--- src/rtl/mem_arb_pkg.sv ---
// Shared definitions for mem_port_arbiter: FSM state codes, master IDs and latency limit.
// Round-robin tie-breaking is selected by defining MEM_ARB_ROUND_ROBIN_EN.
package mem_arb_pkg;

  typedef logic [1:0] state_t;

  localparam state_t ST_IDLE  = 2'd0;
  localparam state_t ST_ISSUE = 2'd1;
  localparam state_t ST_WAIT  = 2'd2;
  localparam state_t ST_RESP  = 2'd3;

  localparam logic M0 = 1'b0;
  localparam logic M1 = 1'b1;

  // Smallest read latency the WAIT counter can represent.
  localparam int MEM_LAT_MIN = 1;

endpackage

--- src/rtl/mem_arb_pick.sv ---
// Combinational winner selection for mem_port_arbiter.
// MEM_ARB_ROUND_ROBIN_EN defined: ties alternate via last owner; undefined: m0 always wins.
module mem_arb_pick
  import mem_arb_pkg::*;
(
  input  logic [1:0] i_req,
`ifdef MEM_ARB_ROUND_ROBIN_EN
  input  logic       i_last_owner,
`endif
  input  logic       i_idle,
  output logic [1:0] o_gnt,
  output logic       o_winner
);

  always_comb begin
    o_winner = M0;
`ifdef MEM_ARB_ROUND_ROBIN_EN
    if (i_req == 2'b11) begin
      o_winner = (i_last_owner == M0) ? M1 : M0;
    end else if (i_req[1]) begin
      o_winner = M1;
    end
`else
    if (!i_req[0] && i_req[1]) begin
      o_winner = M1;
    end
`endif
    o_gnt = 2'b00;
    if (i_idle && (i_req != 2'b00)) begin
      o_gnt[o_winner] = 1'b1;
    end
  end

endmodule

--- src/rtl/mem_port_arbiter.sv ---
// Two-master arbiter for the single memory port: grant, issue, wait MEM_LAT, respond.
// Define MEM_ARB_ROUND_ROBIN_EN for round-robin ties; default build is fixed m0 priority.
module mem_port_arbiter
  import mem_arb_pkg::*;
#(
  parameter int ADDR_W  = 32,
  parameter int DATA_W  = 32,
  parameter int MEM_LAT = 1
) (
  input  logic              clk,
  input  logic              reset,
  input  logic              m0_req,
  input  logic              m0_we,
  input  logic [ADDR_W-1:0] m0_addr,
  input  logic [DATA_W-1:0] m0_wdata,
  output logic              m0_gnt,
  output logic              m0_rvalid,
  output logic [DATA_W-1:0] m0_rdata,
  input  logic              m1_req,
  input  logic              m1_we,
  input  logic [ADDR_W-1:0] m1_addr,
  input  logic [DATA_W-1:0] m1_wdata,
  output logic              m1_gnt,
  output logic              m1_rvalid,
  output logic [DATA_W-1:0] m1_rdata,
  output logic              mem_en,
  output logic              mem_we,
  output logic [ADDR_W-1:0] mem_addr,
  output logic [DATA_W-1:0] mem_wdata,
  input  logic [DATA_W-1:0] mem_rdata,
  output logic              busy
);

  // Latencies below the minimum are clamped so the counter never starts at zero.
  localparam int LAT   = (MEM_LAT < MEM_LAT_MIN) ? MEM_LAT_MIN : MEM_LAT;
  localparam int CNT_W = $clog2(LAT + 1);
  localparam logic [CNT_W-1:0] CNT_LOAD = CNT_W'(LAT);
  localparam logic [CNT_W-1:0] CNT_ONE  = CNT_W'(1);

  state_t            r_state;
  logic [CNT_W-1:0]  r_cnt;
  logic              r_owner;
  logic              r_we;
  logic [ADDR_W-1:0] r_addr;
  logic [DATA_W-1:0] r_wdata;

  logic [1:0]             w_req;
  logic [1:0]             w_gnt;
  logic                   w_winner;
  logic                   w_idle;
  logic                   w_last_wait;
  logic                   w_sel_we;
  logic [ADDR_W-1:0]      w_sel_addr;
  logic [DATA_W-1:0]      w_sel_wdata;
  logic [1:0]             w_rvalid;
  logic [1:0][DATA_W-1:0] w_rdata;

  assign w_req       = {m1_req, m0_req};
  assign w_idle      = (r_state == ST_IDLE);
  assign w_last_wait = (r_state == ST_WAIT) && (r_cnt == CNT_ONE);
  assign w_sel_we    = w_winner ? m1_we    : m0_we;
  assign w_sel_addr  = w_winner ? m1_addr  : m0_addr;
  assign w_sel_wdata = w_winner ? m1_wdata : m0_wdata;

`ifdef MEM_ARB_ROUND_ROBIN_EN
  logic r_last_owner;

  // Starts at m1 so m0 takes the first tie after reset.
  always_ff @(posedge clk) begin
    if (reset) begin
      r_last_owner <= M1;
    end else if (w_gnt != 2'b00) begin
      r_last_owner <= w_winner;
    end
  end
`endif

  mem_arb_pick u_pick (
    .i_req        (w_req),
`ifdef MEM_ARB_ROUND_ROBIN_EN
    .i_last_owner (r_last_owner),
`endif
    .i_idle       (w_idle),
    .o_gnt        (w_gnt),
    .o_winner     (w_winner)
  );

  always_ff @(posedge clk) begin
    if (reset) begin
      r_state <= ST_IDLE;
      r_cnt   <= '0;
      r_owner <= M0;
      r_we    <= 1'b0;
      r_addr  <= '0;
      r_wdata <= '0;
    end else begin
      case (r_state)
        ST_IDLE: begin
          if (w_gnt != 2'b00) begin
            r_state <= ST_ISSUE;
            r_owner <= w_winner;
            r_we    <= w_sel_we;
            r_addr  <= w_sel_addr;
            r_wdata <= w_sel_wdata;
          end
        end
        ST_ISSUE: begin
          r_state <= ST_WAIT;
          r_cnt   <= CNT_LOAD;
        end
        ST_WAIT: begin
          r_cnt <= r_cnt - CNT_ONE;
          if (r_cnt == CNT_ONE) begin
            r_state <= ST_RESP;
          end
        end
        default: r_state <= ST_IDLE;
      endcase
    end
  end

  // Each master keeps its own response register so the non-owner's data is untouched.
  for (genvar gi = 0; gi < 2; gi++) begin : g_master
    logic [DATA_W-1:0] r_rdata;

    always_ff @(posedge clk) begin
      if (reset) begin
        r_rdata <= '0;
      end else if (w_last_wait && (r_owner == 1'(gi))) begin
        r_rdata <= r_we ? '0 : mem_rdata;
      end
    end

    assign w_rdata[gi]  = r_rdata;
    assign w_rvalid[gi] = (r_state == ST_RESP) && (r_owner == 1'(gi));
  end

  assign m0_gnt    = w_gnt[0];
  assign m1_gnt    = w_gnt[1];
  assign m0_rvalid = w_rvalid[0];
  assign m1_rvalid = w_rvalid[1];
  assign m0_rdata  = w_rdata[0];
  assign m1_rdata  = w_rdata[1];
  assign mem_en    = (r_state == ST_ISSUE);
  assign mem_we    = r_we;
  assign mem_addr  = r_addr;
  assign mem_wdata = r_wdata;
  assign busy      = !w_idle;

endmodule

--- config.mk ---
export PLATFORM = sky130hd
export DESIGN_NAME = mem_port_arbiter
export DESIGN_NICKNAME = d
export VERILOG_FILES = /design/src/rtl/mem_arb_pkg.sv /design/src/rtl/mem_arb_pick.sv /design/src/rtl/mem_port_arbiter.sv
export SDC_FILE = /design/constraint.sdc
export NUM_CORES = 1
export LEC_CHECK = 0
export BUFFER_PORTS_ARGS = -buffer_cell sky130_fd_sc_hd__buf_2
export CAP_MARGIN = 5
export CORE_MARGIN = 2
export CORE_UTILIZATION = 46
export CTS_CLUSTER_DIAMETER = 100
export DETAILED_ROUTE_END_ITERATION = 12
export GPL_ROUTABILITY_DRIVEN = 0
export PLACE_DENSITY = 0.81
export SLEW_MARGIN = 15
export SYNTH_ARGS = -nofsm -noshare
export SYNTH_HDL_FRONTEND = slang
export SYNTH_SLANG_ARGS = --single-unit
--- constraint.sdc ---
create_clock -name clk -period 1.7 [get_ports clk]
set_input_delay 0.255 -clock clk [delete_from_list [all_inputs] [get_ports clk]]
set_output_delay 0.255 -clock clk [all_outputs]
set_load 0.01 [all_outputs]
==> out/results.ini, run 1 <==
[timing]
layout_min_cycle_time_ns = 1.64
finalHoldViolCount = 0
skew_ns = 0.00473
worst_slew_pin_slew_ns = 0.585
drv_slew = 0
fmax_mhz = 608
finalCritPeriodShare_pct = 96.7
finalSetupTns_ns = 0
slew_headroom_pct = 61.0
rsz0062_at_grt = no
setup_viol = 0

[critical_path]
critical-path-top-delay-family = flip-flops
rr_startpoint = r_state[1]
crit_cells = 5
criticalPathCategory = flop to output pin
cp_max_fo = 3
max_stage_delay_ns = 0.34
arrival_ns = 1.39
critPathSlowestCell = dfxtp_2
worstPathRequired_ns = 1.44
setup.worst_path.end_class = output pin
critical_path.cell_chain = inv_2, ha_4, buf_12, and3_1, buf_2
critical_path_buf_inv_count = 3
reg2reg_depth = 7
critPathLaunchType = flop
crit_path_start = r_state[0]

[logic_synthesis]
synth_seq_area_share_pct = 44.5
syn_avg_cell_area_sq_um = 9.30
syn-num-nets = 813
yosysWarningCount = 0
synth_area_sq_um = 5980
yosys_most_used_dff = dfxtp_1
synth_cell_types = 31
synthCells = 643
synthArstFlopShare_pct = 0
synth_edf_count = 0
yosys_register_bits = 133

[final_layout]
finalNonFillerCells = 1110
area.growth.synth_to_final_pct = 37.5
nNetsFinal = 1098
antenna_cells = 0
drive_gt1_share_pct = 49.4
fillers = 1060

[grt]
grt_start_max_net_pins = 58
grt_pass1_vias = 5580
grt_usage_pct = 24.7
grt-ovfl-total = 0
grt_pass1_wl_mm = 27.4
antenna_found_initial = 0

[floorplanning]
fp.coreArea_sq_um = 12700
row_count = 41
floorplan.initialDensity_pct = 47.2
die_w_um = 118
die_area_sq_um = 13900
die_y_um = 118
ios = 301

[placed_design]
place_inst = 1076
hpwl_mm = 12.6
numPortBuffers = 300

[clock_tree]
htree_levels = 4
clk_pin_slew_ns = 0.05
cts_tree = done
cts_root_buf = clkbuf_16
ctsHoldBuffers = 0
cts_buffers = 17
max-clock-path-buffers = 2
worst_skew_pair.late_latency_ns = 0.41
clock-sinks = 133

[detailed_routing]
routed_wl_mm = 17.5
ant_nets = 0
vias_per_cell = 5.19
drt_iter0_markers = 410
via_count = 5756
drc = 0
dr.pass1.iters = 4
avgRoutedWirePerCell_um = 15.8

[hold_path]
worstHoldPathType = input pin to flop
whs_path_depth = 3
hold_start = m1_addr[29]

[run_status]
status = completed

[power_and_ir_drop]
vdd_drop_max_mv = 0.860
p_leak_nw = 3.67
power_per_cell_area_nw_per_um2 = 1400

[job]
maxCapViolations = 0

cell usage after synthesis (all sizes together) (2+ instances only):
master / count / area (sq um)
dfxtp: 133 / 2660
nand2: 128 / 480
nor2: 67 / 251
a21oi: 66 / 330
a211oi: 65 / 738
o22ai: 65 / 719
buf: 44 / 347
nor2b: 33 / 206
clkbuf: 17 / 63.8
inv: 5 / 18.8
ha: 4 / 50.1
nand2b: 3 / 21.3
and3: 2 / 12.5
nand3: 2 / 10.0
o21a: 2 / 16.3
registers in the layout (all words and copies together), names as in the netlist:
name / flops
m0_rdata: 32
m1_rdata: 32
mem_addr: 32
mem_wdata: 32
mem_we: 1
r_cnt: 1
r_owner: 1
r_state: 2
per-stage QoR:
stage                     total power, W  utilization, %  hold slack (ns)  instance area, sq um  setup slack, ns
after floorplan                  0.00654               -            0.444                  5980            0.273
after global placement           0.00778            59.9            0.439                  7580            0.239
after detailed placement         0.00786            59.9            0.443                  7580            0.161
after CTS                         0.0115            64.6            0.140                  8190          0.00635
after global routing              0.0121            64.9            0.154                  8220          0.00969
final                             0.0115            64.9            0.160                  8220           0.0566
placed cells by master (no fill, tap or decap), types with 3 or more instances in the layout:
cell       netlist  layout
a21oi_1         66      66
nand2_1        128     128
nor2b_1         33      33
ha_1             4       3
clkinv_2         0       3
a211oi_1        15      15
buf_2           22     299
a211oi_2        50      50
clkbuf_16        0      18
buf_4           13      17
nor2_1          67      66
dfxtp_1        133     131
o22ai_2         50      50
buf_12           6      10
inv_2            1       3
clkbuf_8         0       6
o22ai_1         15      15
final timing paths:
| kind | to | slack, ns |
|---|---|---|
| worst max-delay path | m1_gnt | 0.06 |
| worst min-delay path | mem_addr[29] | 0.16 |
| worst max register to register | mem_wdata[21] | 0.15 |
| worst min register to register | m0_rdata[23] | 0.45 |
timing repair:
| action | 4_1_cts | 5_1_grt |
|---|---|---|
| cloned | 0 | 1 |
| setup endpoints to repair | 2 | 10 |
| resized for setup | 5 | 4 |
| setup buffers | 4 | 0 |
| pin swaps | 1 | 0 |
area by class of cell:
cell class	count	area, sq um	area share [%]
clock buffers	25	515	6.27
multi-input cells	444	2920	35.4
flip-flops and latches	133	2670	32.4
well taps	172	215	2.62
inverters	5	18.8	0.228
repair buffers	327	1850	22.5
clock inverters	4	45.0	0.548
routing by layer:
metal | vias to the layer above | GRT usage [%] | part of all wire (%)
met5 | - | 0 | 0
li1 | 2802 | - | -
met4 | 0 | 10.8 | 2.4
met3 | 33 | 6.59 | 6.1
met1 | 2696 | 29.4 | 41
met2 | 225 | 41.9 | 50
tightest hold or removal path, stage by stage:
cell and delay, ns:
buf_2 0.10, o22ai_2 0.09, a211oi_2 0.08
logic make-up (layout without fill, tap and decap cells):
group | after synthesis | in the layout | share of synthesized area, %
adder cells (fa/ha/maj) | 4 | 4 | 0.837
multiplexers | 1 | 1 | 0.167
buffers and inverters | 66 | 361 | 7.18
AND/OR/NAND/NOR | 239 | 239 | 16.9
AO/OA/AOI/OAI | 200 | 200 | 30.4
flip-flops | 133 | 133 | 44.5
power by group:
group          switching, W  internal [W]  total [W]
clock network       0.00124       0.00221    0.00346
logic               0.00237       0.00167    0.00404
registers          0.000320       0.00371    0.00403
total               0.00393       0.00759     0.0115
No activity file was read; power rests on OpenSTA's default activity.
==> run 2, diff against run 1 <==
Settings changed: CELL_PAD_IN_SITES_DETAIL_PLACEMENT set to 1, CELL_PAD_IN_SITES_GLOBAL_PLACEMENT set to 1, CORE_UTILIZATION 46 to 33, PLACE_DENSITY 0.81 to unset, PLACE_DENSITY_LB_ADDON set to 0.1.
==> run 2 against run 1 <==
Global-route usage down 4.3 points. Die area up 38%. Total power up 0.57%. Non-clock buffer count down 10. Final cell count up 4.5%. Combinational power down 3%. Largest cell class unchanged. Largest power group is now registers. Highest routed layer unchanged.
==> out/results.ini, run 2 (same netlist as run 1, synthesis figures left out) <==
[job]
maxCapViolations = 0

[timing]
layout_min_cycle_time_ns = 1.60
finalCritPeriodShare_pct = 94.1
slew_headroom_pct = 73.9
finalSetupTns_ns = 0
worst_slew_pin_slew_ns = 0.392
skew_ns = 0.0123
rsz0062_at_grt = no
drv_slew = 0
worst_slack_ns = 0.101
setup_viol = 0
finalHoldViolCount = 0
fmax_mhz = 625

[placed_design]
numPortBuffers = 300
hpwl_mm = 14.2
place_ws_ns = 0.106
place_inst = 1127
dpl-instance-area_sq_um = 7640

[detailed_routing]
drt_iter0_markers = 120
routed_wl_mm = 19.8
drc = 0
avgRoutedWirePerCell_um = 17.1
vias_per_cell = 4.92
ant_nets = 0
via_count = 5712
dr.pass1.iters = 4

[grt]
grt_usage_pct = 20.4
grt_pass1_vias = 6176
antenna_found_initial = 1
grt_pass1_wl_mm = 31.7
grt_start_max_net_pins = 66
grt-ovfl-total = 0

[final_layout]
final_area_sq_um = 8240
nNetsFinal = 1088
area.growth.synth_to_final_pct = 37.7
final_common_cell = buf_2
layout_common_cells = buf_2 (299), dfxtp_1 (131), nand2_1 (128), nor2_1 (66), a21oi_1 (66)
drive_gt1_share_pct = 48.9
utilization_pct = 46.0
finalNonFillerCells = 1160

[clock_tree]
cts_root_buf = clkbuf_16
clock-sinks = 133
clk_pin_slew_ns = 0.06
worst_skew_pair.late_latency_ns = 0.42
htree_levels = 4
cts_buffers = 17
ctsHoldBuffers = 0
max-clock-path-buffers = 2
cts_tree = done

[power_and_ir_drop]
power_per_cell_area_nw_per_um2 = 1410
p_leak_nw = 3.62
vdd_drop_max_mv = 0.702

[critical_path]
critPathLaunchType = flop
criticalPathCategory = flop to output pin
cp_max_fo = 5
setup.worst_path.end_class = output pin
worstPathRequired_ns = 1.44
arrival_ns = 1.34

[hold_path]
worstHoldPathType = input pin to flop

[floorplanning]
fp.coreArea_sq_um = 17900
floorplan.initialDensity_pct = 33.4
die_w_um = 139
row_count = 49
ios = 301
die_area_sq_um = 19200
die_y_um = 139

[run_status]
status = completed

run 2: changes by cell type in the layout (fill, tap and decap cells not counted):
cell and change:
buf_4 -10, clkbuf_8 -2, clkinvlp_4 +2, buf_12 +1, bufinv_16 +1, clkbuf_16 -1
clkinv_4 +1, diode_2 +1, o21a_2 +1, o21a_4 -1
run 2: layout make-up:
| type | instances | area [sq um] |
|---|---|---|
| fill | 2166 | 9660 |
| clock inverter | 8 | 98.8 |
| antenna | 1 | 2.50 |
| clock buffer | 23 | 488 |
| tap | 229 | 287 |
| inverter | 5 | 18.8 |
| timing repair buffer | 317 | 1770 |
| multi-input combinational | 444 | 2910 |
| sequential | 133 | 2670 |
run 2: metal layers:
metal,up-vias,wire length (um),share of wire (%),global-route usage (%)
met5,-,0,0,0
met2,187,10100,51,37.3
li1,2778,-,-,-
met3,32,1190,6.0,5.70
met1,2715,8000,40,22.5
met4,0,515,2.6,7.97
run 2: what timing repair did:
action                     in CTS  in global routing
setup endpoints to repair       2                  2
buffers inserted                0                  1
gates resized for setup         2                  3
pin swaps                       0                  1
run 2: final timing paths:
kind | startpoint | to | slack, ns | cells past startpoint
worst min register to register | m1_rdata[16] | m1_rdata[16] | 0.45 | 2
worst min-delay path | m1_addr[16] | mem_addr[16] | 0.16 | 3
worst max register to register | r_state[1] | mem_wdata[29] | 0.23 | 6
worst max-delay path | r_state[1] | m0_gnt | 0.10 | 5
run 2: power by group:
part | switching (W) | leakage, nW | internal [W]
Combinational | 0.00235 | 2.24 | 0.00155
Clock | 0.00135 | 0.285 | 0.00230
Sequential | 0.000330 | 1.09 | 0.00371
Total | 0.00403 | 3.62 | 0.00756
run 2: critical path, stage by stage, from the launching register on:
cell and delay (ns):
dfxtp_2 0.34, inv_2 0.08, ha_4 0.17, inv_1 0.08, nor2_2 0.10, buf_2 0.16
run 2: metrics by stage:
step                      hold slack [ns]  power (W)
after CTS                           0.149     0.0117
final                               0.163     0.0116
after floorplan                     0.444    0.00654
after global routing                0.161     0.0123
after global placement              0.440    0.00786
after detailed placement            0.444    0.00803
